[config.mk]
export PLATFORM = sky130hd
export DESIGN_NAME = calc_cmd_scheduler_flat
export DESIGN_NICKNAME = d
export VERILOG_FILES = /design/src/rtl/calc_cmd_scheduler_pkg.sv /design/src/rtl/calc_cmd_scheduler_if.sv /design/src/rtl/calc_cmd_scheduler_debounce.sv /design/src/rtl/calc_cmd_scheduler.sv /design/src/flat_wrapper.sv
export SDC_FILE = /design/constraint.sdc
export NUM_CORES = 1
export LEC_CHECK = 0
export CAP_MARGIN = 15
export CORE_AREA = 5 5 144 180
export DETAILED_ROUTE_END_ITERATION = 16
export DIE_AREA = 0 0 149 185
export PLACE_DENSITY = 0.67
export SKIP_CTS_REPAIR_TIMING = 1
export SLEW_MARGIN = 15
export SYNTH_ARGS = -nofsm -noshare
export SYNTH_HDL_FRONTEND = slang
export SYNTH_SLANG_ARGS = --single-unit
[constraint.sdc]
create_clock -name clock_100Mhz -period 5 [get_ports clock_100Mhz]
set_clock_uncertainty 0.05 [all_clocks]
set_input_delay 1.25 -clock clock_100Mhz [delete_from_list [all_inputs] [get_ports clock_100Mhz]]
set_output_delay 1.25 -clock clock_100Mhz [all_outputs]
set_load 0.01 [all_outputs]
[src/rtl/calc_cmd_scheduler_pkg.sv]
// Shared command codes, source map, FSM encoding and small helpers for the
// calculator command scheduler.
package calc_cmd_scheduler_pkg;

  localparam int NUM_SRC = 9;
  localparam int CMD_W   = 4;

  localparam logic [CMD_W-1:0] CMD_CLEAR  = 4'd0;
  localparam logic [CMD_W-1:0] CMD_DIGIT1 = 4'd1;
  localparam logic [CMD_W-1:0] CMD_DIGIT2 = 4'd2;
  localparam logic [CMD_W-1:0] CMD_DIGIT3 = 4'd3;
  localparam logic [CMD_W-1:0] CMD_DIGIT4 = 4'd4;
  localparam logic [CMD_W-1:0] CMD_ADD    = 4'd5;
  localparam logic [CMD_W-1:0] CMD_SUB    = 4'd6;
  localparam logic [CMD_W-1:0] CMD_MUL    = 4'd7;
  localparam logic [CMD_W-1:0] CMD_DIV    = 4'd8;

  // Pending bits owned by arithmetic ops; a clear command also discards these.
  localparam logic [NUM_SRC-1:0] ARITH_MASK = 9'h1E0;

  typedef enum logic [1:0] {
    ST_IDLE      = 2'd0,
    ST_ISSUE     = 2'd1,
    ST_WAIT_DONE = 2'd2
  } calc_state_t;

  // Reorder raw switches so that source index equals command code.
  function automatic logic [NUM_SRC-1:0] map_sources(input logic [3:0] sel,
                                                     input logic [4:0] arith);
    return {arith[1], arith[2], arith[3], arith[4], sel, arith[0]};
  endfunction

  // Fixed priority: lowest set index wins.
  function automatic logic [CMD_W-1:0] lowest_set(input logic [NUM_SRC-1:0] v);
    logic [CMD_W-1:0] idx;
    idx = '0;
    for (int i = NUM_SRC - 1; i >= 0; i--) begin
      if (v[i]) idx = CMD_W'(i);
    end
    return idx;
  endfunction

endpackage

[src/rtl/calc_cmd_scheduler_if.sv]
// Command channel between the scheduler (master) and the arithmetic datapath (slave).
interface calc_cmd_scheduler_if;
  import calc_cmd_scheduler_pkg::*;

  // A command transfers on any clock edge where cmd_valid & cmd_ready; once
  // cmd_valid rises, cmd_valid and cmd_code hold until that transfer, and
  // cmd_ready may be driven independently of cmd_valid.
  logic             cmd_valid;
  logic [CMD_W-1:0] cmd_code;
  logic             cmd_ready;
  logic             op_done;
  logic             busy;
  logic             dropped;
  logic             timeout;

  modport master (
    output cmd_valid, cmd_code, busy, dropped, timeout,
    input  cmd_ready, op_done
  );

  modport slave (
    input  cmd_valid, cmd_code, busy, dropped, timeout,
    output cmd_ready, op_done
  );
endinterface

[src/rtl/calc_cmd_scheduler_debounce.sv]
// Two-flop synchroniser plus level debouncer for one switch; emits a one-cycle
// pulse when the debounced level rises.
module calc_cmd_scheduler_debounce #(
  parameter int DEBOUNCE_CYCLES = 1_000_000
) (
  input  logic clock_100Mhz,
  input  logic reset_n,
  input  logic raw,
  output logic press
);

  localparam int CW = (DEBOUNCE_CYCLES > 1) ? $clog2(DEBOUNCE_CYCLES) : 1;
  localparam logic [CW-1:0] CNT_LAST = CW'(DEBOUNCE_CYCLES - 1);

  logic          sync_q1;
  logic          sync_q2;
  logic          level;
  logic [CW-1:0] cnt;

  // The counter clears on every flip, so it never passes CNT_LAST.
  always_ff @(posedge clock_100Mhz or negedge reset_n) begin
    if (!reset_n) begin
      sync_q1 <= 1'b0;
      sync_q2 <= 1'b0;
      level   <= 1'b0;
      cnt     <= '0;
      press   <= 1'b0;
    end else begin
      sync_q1 <= raw;
      sync_q2 <= sync_q1;
      press   <= 1'b0;
      if (sync_q2 != level) begin
        if (cnt == CNT_LAST) begin
          level <= sync_q2;
          cnt   <= '0;
          press <= sync_q2;
        end else begin
          cnt <= cnt + 1'b1;
        end
      end else begin
        cnt <= '0;
      end
    end
  end

endmodule

[src/rtl/calc_cmd_scheduler.sv]
// Debounces nine switches into pending requests and issues them one at a time,
// lowest code first, holding off while an arithmetic op is running.
module calc_cmd_scheduler
  import calc_cmd_scheduler_pkg::*;
#(
  parameter int DEBOUNCE_CYCLES = 1_000_000,
  parameter int TIMEOUT_CYCLES  = 1024
) (
  input  logic                 clock_100Mhz,
  input  logic                 reset_n,
  input  logic [3:0]           sel_in,
  input  logic [4:0]           arithmetic_in,
  calc_cmd_scheduler_if.master cmd,
  output calc_state_t          state_dbg
);

  localparam int TW = (TIMEOUT_CYCLES > 1) ? $clog2(TIMEOUT_CYCLES) : 1;
  localparam logic [TW-1:0] T_LAST = TW'(TIMEOUT_CYCLES - 1);

  logic [NUM_SRC-1:0] raw_src;
  logic [NUM_SRC-1:0] press;
  logic [NUM_SRC-1:0] pending;
  logic [NUM_SRC-1:0] pending_n;
  logic [NUM_SRC-1:0] grant;
  logic [NUM_SRC-1:0] clear_mask;
  logic [CMD_W-1:0]   code_q;
  logic [TW-1:0]      tcnt;
  calc_state_t        state;
  calc_state_t        state_n;
  logic               handshake;
  logic               load_code;
  logic               timeout_c;
  logic               dropped_c;

  assign raw_src = map_sources(sel_in, arithmetic_in);

  for (genvar i = 0; i < NUM_SRC; i++) begin : g_src
    calc_cmd_scheduler_debounce #(
      .DEBOUNCE_CYCLES(DEBOUNCE_CYCLES)
    ) u_debounce (
      .clock_100Mhz(clock_100Mhz),
      .reset_n     (reset_n),
      .raw         (raw_src[i]),
      .press       (press[i])
    );
  end

  assign handshake = (state == ST_ISSUE) && cmd.cmd_ready;

  // A press landing on a bit that is cleared this cycle is a fresh request, not a loss.
  always_comb begin
    grant      = '0;
    clear_mask = '0;
    if (handshake) begin
      grant      = NUM_SRC'(1) << code_q;
      clear_mask = grant | ((code_q == CMD_CLEAR) ? ARITH_MASK : '0);
    end
    pending_n = (pending & ~clear_mask) | press;
    dropped_c = |(press & pending & ~clear_mask);
  end

  always_comb begin
    state_n   = state;
    load_code = 1'b0;
    timeout_c = 1'b0;
    case (state)
      ST_IDLE: begin
        if (|pending) begin
          load_code = 1'b1;
          state_n   = ST_ISSUE;
        end
      end
      ST_ISSUE: begin
        if (handshake) begin
          state_n = (code_q >= CMD_ADD) ? ST_WAIT_DONE : ST_IDLE;
        end
      end
      ST_WAIT_DONE: begin
        if (cmd.op_done) begin
          state_n = ST_IDLE;
        end else if (tcnt == T_LAST) begin
          timeout_c = 1'b1;
          state_n   = ST_IDLE;
        end
      end
      default: state_n = ST_IDLE;
    endcase
  end

  always_ff @(posedge clock_100Mhz or negedge reset_n) begin
    if (!reset_n) begin
      state   <= ST_IDLE;
      pending <= '0;
      code_q  <= '0;
      tcnt    <= '0;
    end else begin
      state   <= state_n;
      pending <= pending_n;
      if (load_code) code_q <= lowest_set(pending);
      // Counts only while staying in WAIT_DONE; entry from ISSUE starts at zero.
      if ((state == ST_WAIT_DONE) && (state_n == ST_WAIT_DONE)) begin
        tcnt <= (tcnt == T_LAST) ? tcnt : tcnt + 1'b1;
      end else begin
        tcnt <= '0;
      end
    end
  end

  assign cmd.cmd_valid = (state == ST_ISSUE);
  assign cmd.cmd_code  = code_q;
  assign cmd.busy      = (state != ST_IDLE);
  assign cmd.dropped   = dropped_c;
  assign cmd.timeout   = timeout_c;
  assign state_dbg     = state;

endmodule

[src/flat_wrapper.sv]
// flat-port wrapper written by rule: the top's interface ports become plain ports
module calc_cmd_scheduler_flat import calc_cmd_scheduler_pkg::*;
#(
  parameter int DEBOUNCE_CYCLES = 1_000_000,
  parameter int TIMEOUT_CYCLES  = 1024
)
  (clock_100Mhz, reset_n, sel_in, arithmetic_in, state_dbg, cmd_cmd_valid, cmd_cmd_code, cmd_busy, cmd_dropped, cmd_timeout, cmd_cmd_ready, cmd_op_done);
  calc_cmd_scheduler_if cmd_i ();
  input  logic clock_100Mhz;
  input  logic reset_n;
  input  logic [3:0] sel_in;
  input  logic [4:0] arithmetic_in;
  output calc_state_t state_dbg;
  output wire logic [$bits(cmd_i.cmd_valid)-1:0] cmd_cmd_valid;
  output wire logic [$bits(cmd_i.cmd_code)-1:0] cmd_cmd_code;
  output wire logic [$bits(cmd_i.busy)-1:0] cmd_busy;
  output wire logic [$bits(cmd_i.dropped)-1:0] cmd_dropped;
  output wire logic [$bits(cmd_i.timeout)-1:0] cmd_timeout;
  input wire logic [$bits(cmd_i.cmd_ready)-1:0] cmd_cmd_ready;
  input wire logic [$bits(cmd_i.op_done)-1:0] cmd_op_done;
  assign cmd_cmd_valid = cmd_i.cmd_valid;
  assign cmd_cmd_code = cmd_i.cmd_code;
  assign cmd_busy = cmd_i.busy;
  assign cmd_dropped = cmd_i.dropped;
  assign cmd_timeout = cmd_i.timeout;
  assign cmd_i.cmd_ready = cmd_cmd_ready;
  assign cmd_i.op_done = cmd_op_done;
  calc_cmd_scheduler #(.DEBOUNCE_CYCLES(DEBOUNCE_CYCLES), .TIMEOUT_CYCLES(TIMEOUT_CYCLES)) u_core (.clock_100Mhz(clock_100Mhz), .reset_n(reset_n), .sel_in(sel_in), .arithmetic_in(arithmetic_in), .cmd(cmd_i), .state_dbg(state_dbg));
endmodule
Word-level counts from Yosys, hierarchy flattened
Cells that the tools add are included.
{"block": "word_totals", "regBits": 241, "inputBits": 13, "output_inout_bits": 10, "wordCells": 166}
{"block": "classes", "n_addsub": 10, "order_cmp": 1, "eq_ne": 23, "n_shift": 1, "mux": 60, "bitwise": 6, "n_reduce_logical": 16}
{"cell": "$mux 20", "count": 18}
{"cell": "$add 20x1->20 const B", "count": 9}
{"cell": "$eq 20x20->1 const B", "count": 9}
{"cell": "$mux 4", "count": 9}
{"cell": "$and 9x9->9", "count": 3}
{"cell": "$mux 1", "count": 23}
{"cell": "$mux 10", "count": 2}
{"cell": "$mux 9", "count": 2}
{"cell": "$or 9x9->9", "count": 2}
{"cell": "$reduce_and 2->1", "count": 9}
{"cell": "$reduce_or 9->1", "count": 2}
{"cell": "$add 10x1->10 const B", "count": 1}
{"cell": "$eq 10x10->1 const B", "count": 1}
{"cell": "$mux 2", "count": 5}
{"cell": "$ne 1x1->1", "count": 9}
{"cell": "$not 9->9", "count": 1}
{"cell": "$shl 1x4->9 const A", "count": 1}
{"cell": "$pmux 2 s3", "count": 1}
{"cell": "$eq 2x2->1 const B", "count": 2}
{"cell": "$ge 4x3->1 const B", "count": 1}
{"cell": "$logic_not 4->1", "count": 1}
{"cell": "$eq 2x1->1 const B", "count": 1}
{"cell": "$logic_and 1x1->1", "count": 2}
{"cell": "$logic_not 2->1", "count": 1}
{"cell": "other kinds (2)", "count": 2}

Logic depth before layout (Yosys ltp)
{"block": "logic_depth", "ltp_word": 9, "depth_mapped": 6, "depth_no_buf": 5}

By module
A second synthesis with hierarchy kept.
{"block": "unflattened", "cells_unflattened": 1100, "area_unflattened_um2": 11903.9}
{"module": "calc_cmd_scheduler_debounce (u_core.g_src[0].u_debounce ...)", "n_inst": 8, "cells_each": 107, "area_per_inst_um2": 1184.9, "seq_area_each_um2": 600.6}
{"module": "calc_cmd_scheduler", "n_inst": 1, "cells_each": 135, "area_per_inst_um2": 1281.2, "seq_area_each_um2": 625.6}
{"module": "calc_cmd_scheduler_debounce (u_core.g_src[2].u_debounce)", "n_inst": 1, "cells_each": 109, "area_per_inst_um2": 1143.6, "seq_area_each_um2": 600.6}

Least setup slack after synthesis
No wires, ideal clock.
{"block": "synth_timing", "path_kind": "input to output", "startpoint": "input cmd_cmd_ready", "endpoint": "output cmd_dropped", "t_arrival_ns": 2.312, "required_ns": 3.700, "slack_ns": 1.388, "stages": 5, "path_buffers": 1, "cell_sequence": "nor4bb_1 -> clkbuf_1 -> nand3_1 -> a311oi_1 -> nand4_1"}
{"block": "synth_between", "elab_chain_cells": 5}
{"element": "start, declared", "line_no": "flat_wrapper.sv:19", "text": "input wire logic [$bits(cmd_i.cmd_ready)-1:0] cmd_cmd_ready;"}
{"element": "$logic_and 1x1->1", "line_no": "calc_cmd_scheduler.sv:48", "text": "assign handshake = (state == ST_ISSUE) && cmd.cmd_ready;"}
{"element": "$mux 9", "line_no": "calc_cmd_scheduler.sv:54", "text": "if (handshake) begin"}
{"element": "$not 9->9", "line_no": "calc_cmd_scheduler.sv:59", "text": "dropped_c = |(press & pending & ~clear_mask);"}
{"element": "$and 9x9->9", "line_no": "calc_cmd_scheduler.sv:59"}
{"element": "$reduce_or 9->1", "line_no": "calc_cmd_scheduler.sv:59"}
{"element": "end, declared", "line_no": "flat_wrapper.sv:17", "text": "output wire logic [$bits(cmd_i.dropped)-1:0] cmd_dropped;"}
No other way between the ends.

Final worst setup path
Ends and elaborated chain as after synthesis.

==> metrics.cfg <==
[route]
highest_layer=met4
drtAntennaViolNets=0
wl_met2_mm=10.5
dr.pass1.iters=4
drc=0
met3_length_um=746
wl_met1_mm=9.65
avgRoutedWirePerCell_um=13.9
drt_first_iter_violations=401
vias=8487
vias_per_cell=5.55
wirelength_mm=21.3

[critical_path]
slowest_stage=clkdlybuf4s50_1
path_max_fanout=9
cp_data_required_time_ns=3.70
rrSetupSlack_ns=2.77
cp_data_arrival_time_ns=3.41
critical_path_class=in2out
cp_common_cell=clkdlybuf4s50_1
reg2reg_depth=4
worstPathCellList=clkdlybuf4s50_1 > nor4bb_1 > buf_4 > nand3_1 > a311oi_1 > nand4_1 > clkdlybuf4s50_1
worst_r2r_endpoint=u_core.g_src[2].u_debounce.cnt[6]
endpoint_kind=output pin
max_stage_delay_ns=0.53
r2r_start=u_core.g_src[2].u_debounce.cnt[15]
worstSetupStartpointType=input pin

[clock_network]
cts_max_path_buffers=3
cts_tree=yes
cts_buffers=25
clk_latency_ns=0.51
cts-htree-levels=1
root_buffer=clkbuf_16
clk_pin_slew_ns=0.06
cts.sinks=241

[placed_design]
dpl_cell_area_um2=12100
gp_congestion=0.845
portBuffers=22
hpwlAfterDp_mm=14.6
dp_slack_ns=0.319

[logic_synthesis]
avgSynthCellArea_um2=9.98
yosys.cell_types.count=54
ys_seq_area_frac=0.522
synth_top_area_share=0.522
syn_inst=1158
ys_async_sr_fraction=1.00
syn_area_um2=11600
synth.ff_latch_count=241
synth-edff-count=0
synth.area.top_cells=dfrtp_1 52%, xnor2_1 4.6%, nor2_1 4.0%
ys_top_cells_by_count=241 x dfrtp_1, 124 x nor2_1, 77 x a21oi_1, 75 x nand2_1, 73 x nand3_1
synth.most_common_cell=dfrtp_1
yosysWarnings=0
syn_nets=1181
synthFlopType=dfrtp_1
yosysTopAreaCell=dfrtp_1

[die]
die_w_um=149
die-area_um2=27600
die_h_um=185
start_util=0.478
core-area_um2=24200
ios=23
rows=64

[job]
maxCapViolCount=0

[finish]
fin_nets=1205
synthToLayoutAreaGrowth_pct=12.2
fillers=2196
drive_above_1_share=0.0708
multi_input_area_um2=5280
seq_area_um2=6030
n_antenna_cell=0
postLayoutCellArea_um2=13000

[worst_hold_path]
hold_end=u_core.g_src[7].u_debounce.sync_q2
worstHoldStart=u_core.g_src[7].u_debounce.sync_q1
hold_depth=0
min_path_type=reg2reg

[sta]
fin_crit_ns=4.71
relSlewSlack=0.479
tightest_slew_ns=0.781
fin_setup_tns_ns=0
setup_violations=0
slew_viol_final=0
timing.final.hold_violations=0
fmax_ghz=0.212
setup_ws_ns=0.289
fin_crit_sh=0.942
holdWs_ns=0.301
rsz0062_at_grt=false

[power]
vdd_ir_drop_max_mv=0.252
combPwrFrac=0.055
seq_power_share=0.494
sw_frac_of_total=0.225
power_frac_clock=0.450
p_per_area_nw_per_um2=317
p_switching_mw=0.924
power_mw=4.11
power.leakage_nw=5.24
p_int_mw=3.18

[global_route]
grt_use_total=0.160
grt_max_degree=88
grt_pass1_vias=8371
grt-ovfl-total=0
grt_pass1_wl_mm=38.2
grt_antenna_before_repair=0

[outcome]
status=completed

-- critical path: cells and delay by family --
family / cells / cell delay (ns)
buf+inv: 3 / 1.25
simple gates: 3 / 0.59
compound gates: 1 / 0.31
-- state kept, by name, summed over array words and instances (netlist names) --
name and cells:
u_core.tcnt 10, u_core.pending 9, u_core.g_src.u_debounce.cnt 180, u_core.g_src.u_debounce.sync_q2 9, u_core.cmd.cmd_code 4, u_core.g_src.u_debounce.sync_q1 9
u_core.g_src.u_debounce.press 9, u_core.state_dbg 2, u_core.g_src.u_debounce.level 9
-- power by group through the flow --
| stage | clock network, mW | logic, mW | registers [mW] |
|---|---|---|---|
| after floorplan | 0 | 0.120 | 2.05 |
| after global placement | 0 | 0.228 | 2.06 |
| after detailed placement | 0 | 0.233 | 2.07 |
| after CTS | 1.91 | 0.233 | 2.03 |
| after global routing | 2.00 | 0.260 | 2.04 |
| final | 1.85 | 0.228 | 2.03 |
-- layout by cell type, fill, tap and decap left out, drive strengths merged, types with 21 or more instances in the layout --
master / instances
o21ai: 51
xnor2: 61
dfrtp: 241
xor2: 47
or4: 37
o31ai: 38
nand3: 77
nand4: 38
or3: 54
nor2: 124
clkdlybuf4s50: 21
nand2: 75
and3: 30
inv: 30
a21oi: 77
clkbuf: 33
-- through the flow --
step / instances / utilization
2_1_floorplan: 1158 / -
3_3_place_gp: 1485 / 0.502
3_5_place_dp: 1485 / 0.502
4_1_cts: 1530 / 0.536
5_1_grt: 1530 / 0.536
6_report: 1530 / 0.536
-- cell families (layout without fill, tap and decap cells) --
logic type,Yosys count,count (layout),synth area share
flops,241,241,0.522
simple gates,540,540,0.256
compound gates,188,188,0.101
xor+xnor,108,108,0.0818
buf+inv,63,105,0.0218
fa+ha+maj,10,10,0.0108
mux,8,8,0.00779
-- final cells by class --
class	instances	share of cell area
well taps	330	0.0318
repair buffers	31	0.0235
flip-flops and latches	241	0.465
clock buffers	33	0.0552
clock inverters	12	0.00936
multi-input cells	854	0.407
inverters	29	0.00839
-- worst max path at each step --
stage | start | endpoint | slack, ns | cells past startpoint
floorplan | cmd_cmd_ready | cmd_dropped | 1.39 | 5
global placement | cmd_cmd_ready | cmd_dropped | 0.34 | 7
detailed placement | cmd_cmd_ready | cmd_dropped | 0.32 | 7
CTS | cmd_cmd_ready | cmd_dropped | 0.30 | 7
global route | cmd_cmd_ready | cmd_dropped | 0.22 | 7
finish | cmd_cmd_ready | cmd_dropped | 0.29 | 7
-- metal layers --
metal,global-route usage,vias to the layer above
met4,0.0425,0
met3,0.0225,33
met1,0.207,4120
met5,0,-
li1,-,4244
met2,0.282,90
Power figures use the tool's default switching activity.
==> RTL change 1: new RTL, config.mk and constraints unchanged <==
Make the reset (`reset_n`) synchronous in 2 clocked blocks.
--- a/src/rtl/calc_cmd_scheduler_debounce.sv
+++ b/src/rtl/calc_cmd_scheduler_debounce.sv
@@ -20,3 +20,3 @@
   // The counter clears on every flip, so it never passes CNT_LAST.
-  always_ff @(posedge clock_100Mhz or negedge reset_n) begin
+  always_ff @(posedge clock_100Mhz) begin
     if (!reset_n) begin
--- a/src/rtl/calc_cmd_scheduler.sv
+++ b/src/rtl/calc_cmd_scheduler.sv
@@ -89,3 +89,3 @@
 
-  always_ff @(posedge clock_100Mhz or negedge reset_n) begin
+  always_ff @(posedge clock_100Mhz) begin
     if (!reset_n) begin
Function: same outputs for any inputs over 4 cycles, from zero or initial values and one cycle with reset_n low; that may be too few to reach the edited logic, so the function may still have changed.
==> RTL change 1 against the unedited design <==
Largest cell class is now multi-input gates; setup slack barely moved; die area did not move; area after synthesis fell by 11%; highest routed layer unchanged; final area fell by 10%; critical endpoint unchanged; global-route usage fell by 2.7 points; sequential cell count did not move; wire length fell by 17%.
Power is not compared: it rests on default switching activity, and its combinational part moved more than twofold at a synthesized area within 25%.
==> RTL change 1: results (changes against the unedited design) <==
clock_tree:
  cts_buffers: 24  # was 25
grt:
  gr-usage-met2_pct: 23.6  # was 28.2%
  gr-usage-met1_pct: 16.2  # was 20.7%
  grt_pass1_wl_mm: 32.0  # was 38.2 mm
  use_met3_pct: 2.01  # was 2.25%
  grt_pass1_vias: 7304  # was 8,371
  grt_max_degree: 46  # was 88
synth:
  yosys-top-cells-area: "dfxtp_1 (47%), xor2_1 (8.7%), nor2_1 (8.6%), xnor2_1 (6.6%), nand3_1 (4.1%)"  # was dfrtp_1 (52%), xnor2_1 (4.6%), nor2_1 (4.0%), xor2_1 (3.6%), a21oi_1 (3.3%)
  syn_nets: 1170  # was 1,181
  synth_top_flop_cell: "dfxtp_1"  # was dfrtp_1
  ys_seq_area_share_pct: 46.9  # was 52.2%
  synth_area_per_cell_um2: 8.97  # was 9.98 um2
  yosys-top-cells-count: "dfxtp_1 (241), nor2_1 (237), xor2_1 (102), nand3_1 (85), xnor2_1 (78)"  # was dfrtp_1 (241), nor2_1 (124), a21oi_1 (77), nand2_1 (75), nand3_1 (73)
route:
  wl_met1_mm: 8.17  # was 9.65 mm
  vias: 7480  # was 8,487
  dr_wl_met3_um: 613  # was 746 um
  dr_wl_met2_mm: 8.44  # was 10.5 mm
  routed_wirelength_mm: 17.7  # was 21.3 mm
  initialDrtViolationCount: 332  # was 401
  avgRoutedWirePerCell_um: 11.7  # was 13.9 um
status:
  status: "completed"  # unchanged
finish:
  drive_gt1_share_pct: 5.58  # was 7.08%
  nFillCells: 2308  # was 2,196
  multi_input_cells: 840  # was 854
  buffers: 23  # was 31
  regArea_mm2: 0.00482  # was 0.00603 mm2
  clkbuf_count: 36  # was 33
  multi_input_area_share_pct: 44.4  # was 40.7%
  buffer_area_share_pct: 1.91  # was 2.35%
placed_design:
  place_area_mm2: 0.0108  # was 0.0121 mm2
  dp_hpwl_mm: 12.2  # was 14.6 mm
  dp.cells: 1469  # was 1,485
setup_path:
  ff2ff_setup_slack_ns: 2.61  # was 2.77 ns
  r2r_cells: 6  # was 4
  reg2reg_from: "u_core.g_src[3].u_debounce.cnt[0]"  # was u_core.g_src[2].u_debounce.cnt[15]
timing:
  tightest_slew_ns: 0.789  # was 0.781 ns
hold_path:
  min-delay-start: "u_core.g_src[8].u_debounce.sync_q1"  # was u_core.g_src[7].u_debounce.sync_q1
  hold_depth: 1  # was 0
## RTL change 1: cell types whose count changed after synthesis, sizes merged, moves of 36 or more
cell,before,now
dfrtp,241,0
dfxtp,0,241
nor2,124,237
a21oi,77,8
xor2,47,102
or3,54,2
o21ai,51,6
o31ai,38,2
## RTL change 1: kinds of logic after synthesis
group / count (synthesis) / share of synthesized area, %
buffers and inverters: 66 / 2.92
multiplexers: 9 / 0.876
AND/OR/NAND/NOR: 608 / 30.5
XOR/XNOR: 180 / 15.3
flip-flops: 241 / 46.9
AO/OA/AOI/OAI: 33 / 2.23
adder cells (fa/ha/maj): 10 / 1.22
## RTL change 1: stage by stage
step           setup slack [ns]  total power, W  hold WS, ns
2_1_floorplan              1.40         0.00200        0.361
3_3_place_gp              0.296         0.00202        0.365
3_5_place_dp              0.291         0.00202        0.371
4_1_cts                   0.278         0.00396        0.385
5_1_grt                   0.127         0.00404        0.402
6_report                  0.289         0.00389        0.382
==> RTL change 2: new RTL, same settings <==
Without the edit above. `DEBOUNCE_CYCLES` is set to 1_000_000 in 3 places; all go to 500_000.
--- a/src/rtl/calc_cmd_scheduler_debounce.sv
+++ b/src/rtl/calc_cmd_scheduler_debounce.sv
@@ -3,3 +3,3 @@
 module calc_cmd_scheduler_debounce #(
-  parameter int DEBOUNCE_CYCLES = 1_000_000
+  parameter int DEBOUNCE_CYCLES = 500_000
 ) (
--- a/src/rtl/calc_cmd_scheduler.sv
+++ b/src/rtl/calc_cmd_scheduler.sv
@@ -5,3 +5,3 @@
 #(
-  parameter int DEBOUNCE_CYCLES = 1_000_000,
+  parameter int DEBOUNCE_CYCLES = 500_000,
   parameter int TIMEOUT_CYCLES  = 1024
--- a/src/flat_wrapper.sv
+++ b/src/flat_wrapper.sv
@@ -3,3 +3,3 @@
 #(
-  parameter int DEBOUNCE_CYCLES = 1_000_000,
+  parameter int DEBOUNCE_CYCLES = 500_000,
   parameter int TIMEOUT_CYCLES  = 1024
Behaviour: same outputs for any inputs over 4 cycles, from zero or initial values and one cycle with reset_n low; that may be too few to reach the edited logic, so the function may still have changed.
==> RTL change 2 against the unedited design <==
Final area shrank 6.8%; sequential power shrank 3%; power shrank 1.3%; sequential cell count shrank 9; wire length shrank 13%; area after synthesis shrank 7.5%; global-route usage shrank 2.3 points; synthesized cell count shrank 11%; combinational power grew 2%; setup slack gained 0.12 ns; critical endpoint unchanged.
==> RTL change 2: results (changes against the unedited design) <==
pwr:
  vdd_drop_max_uv: 172  # was 252 uV
  p_leak_nw: 5.24  # about the same
finish:
  nets: 1089  # was 1,205
  post_layout_nonfiller_instances: 1413  # was 1,530
  drive_gt1_share_pct: 8.59  # was 7.08%
  nFillCells: 2215  # was 2,196
synth:
  ys_seq_area_share_pct: 54.3  # was 52.2%
  ys_types: 52  # was 54
  synth_area_per_cell_um2: 10.4  # was 9.98 um2
  yosys-top-cells-area: "dfrtp_1 (54%), xor2_1 (9.3%), nor2_1 (6.4%), xnor2_1 (4.6%), nand3_1 (3.8%)"  # was dfrtp_1 (52%), xnor2_1 (4.6%), nor2_1 (4.0%), xor2_1 (3.6%), a21oi_1 (3.3%)
  yosys-top-cells-count: "dfrtp_1 (232), nor2_1 (182), xor2_1 (114), nand3_1 (81), nand2_1 (75)"  # was dfrtp_1 (241), nor2_1 (124), a21oi_1 (77), nand2_1 (75), nand3_1 (73)
setup_path:
  crit_fanout: 5  # was 9
  reg2reg_from: "u_core.g_src[4].u_debounce.cnt[0]"  # was u_core.g_src[2].u_debounce.cnt[15]
  critPathArrivalTime_ns: 3.29  # was 3.41 ns
  ff2ff_setup_slack_ns: 2.89  # was 2.77 ns
clock_tree:
  cts_buffers: 24  # was 25
  root_buffer: "clkbuf_16"  # unchanged
timing:
  tightest_slew_ns: 1.06  # was 0.781 ns
status:
  status: "completed"  # unchanged
grt:
  global_route.usage.total_pct: 13.7  # was 16.0%
  grt_max_degree: 141  # was 88
  grt_pass1_vias: 7174  # was 8,371
placed_design:
  gp_congestion: 0.805  # was 0.845
  dp.cells: 1370  # was 1,485
hold_path:
  min-delay-start: "u_core.g_src[8].u_debounce.sync_q1"  # was u_core.g_src[7].u_debounce.sync_q1
route:
  vias_per_cell: 5.09  # was 5.55
## RTL change 2: changes by cell type after synthesis, sizes merged, moves of 15 or more
cell and delta:
nor2 +88, a21oi -70, xor2 +67, or3 -49
o21ai -44, o31ai -36, or4 -29, clkbuf -20
and2 -15
## RTL change 2: report_power, final
group          internal, W  switching, W
Combinational    0.0000915      0.000142
Clock              0.00114      0.000713
Sequential         0.00192     0.0000487
Total              0.00315      0.000903
## RTL change 2: path summary, 6_finish.rpt
check / end / cells after the start
min in group asynchronous: u_core.g_src[8].u_debounce.cnt[7] / 1
worst min-delay path: u_core.g_src[8].u_debounce.sync_q2 / 0
max in group asynchronous: u_core.g_src[3].u_debounce.cnt[18] / 2
worst max-delay path: cmd_dropped / 7
worst min register to register: u_core.g_src[8].u_debounce.sync_q2 / 0
worst max register to register: u_core.g_src[4].u_debounce.cnt[2] / 5
## RTL change 2: per-layer routing
metal	vias to the layer above	GRT usage [%]	part of all wire [%]	routed length (um)
li1	3564	-	-	-
met1	3530	17.9	46	8520
met2	79	23.7	49	8990
met3	22	2.33	3.3	612
met4	0	3.63	1.9	345
met5	-	0	0	0
## RTL change 2: kinds of logic after synthesis
| group | synth area share [%] |
|---|---|
| buf+inv | 1.83 |
| flops | 54.3 |
| fa+ha+maj | 1.17 |
| xor+xnor | 13.9 |
| mux | 1.09 |
| simple gates | 25.6 |
| compound gates | 2.05 |
## RTL change 2: area by class of cell
cell class,instances,area share [%]
Clock buffer,35,5.90
Clock inverter,8,1.05
Inverter,23,0.714
Multi-Input combinational cell,761,38.8
Sequential cell,232,48.0
Tap cell,330,3.42
Timing Repair Buffer,24,2.09
## RTL change 2: critical path: cells and delay by family
kind / cells / cell delay (ns)
buffers and inverters: 2 / 1.04
AOI/OAI and AO/OA: 3 / 0.73
and+or+nand+nor: 2 / 0.27
## RTL change 2: metrics by stage
step,area (um2),total power (W),hold slack [ns],setup slack (ns)
after detailed placement,11200,0.00224,0.290,0.410
after floorplan,10700,0.00212,0.281,1.52
after global routing,12100,0.00423,0.310,0.299
final,12100,0.00406,0.300,0.409
after CTS,12100,0.00412,0.304,0.407
after global placement,11200,0.00224,0.284,0.416
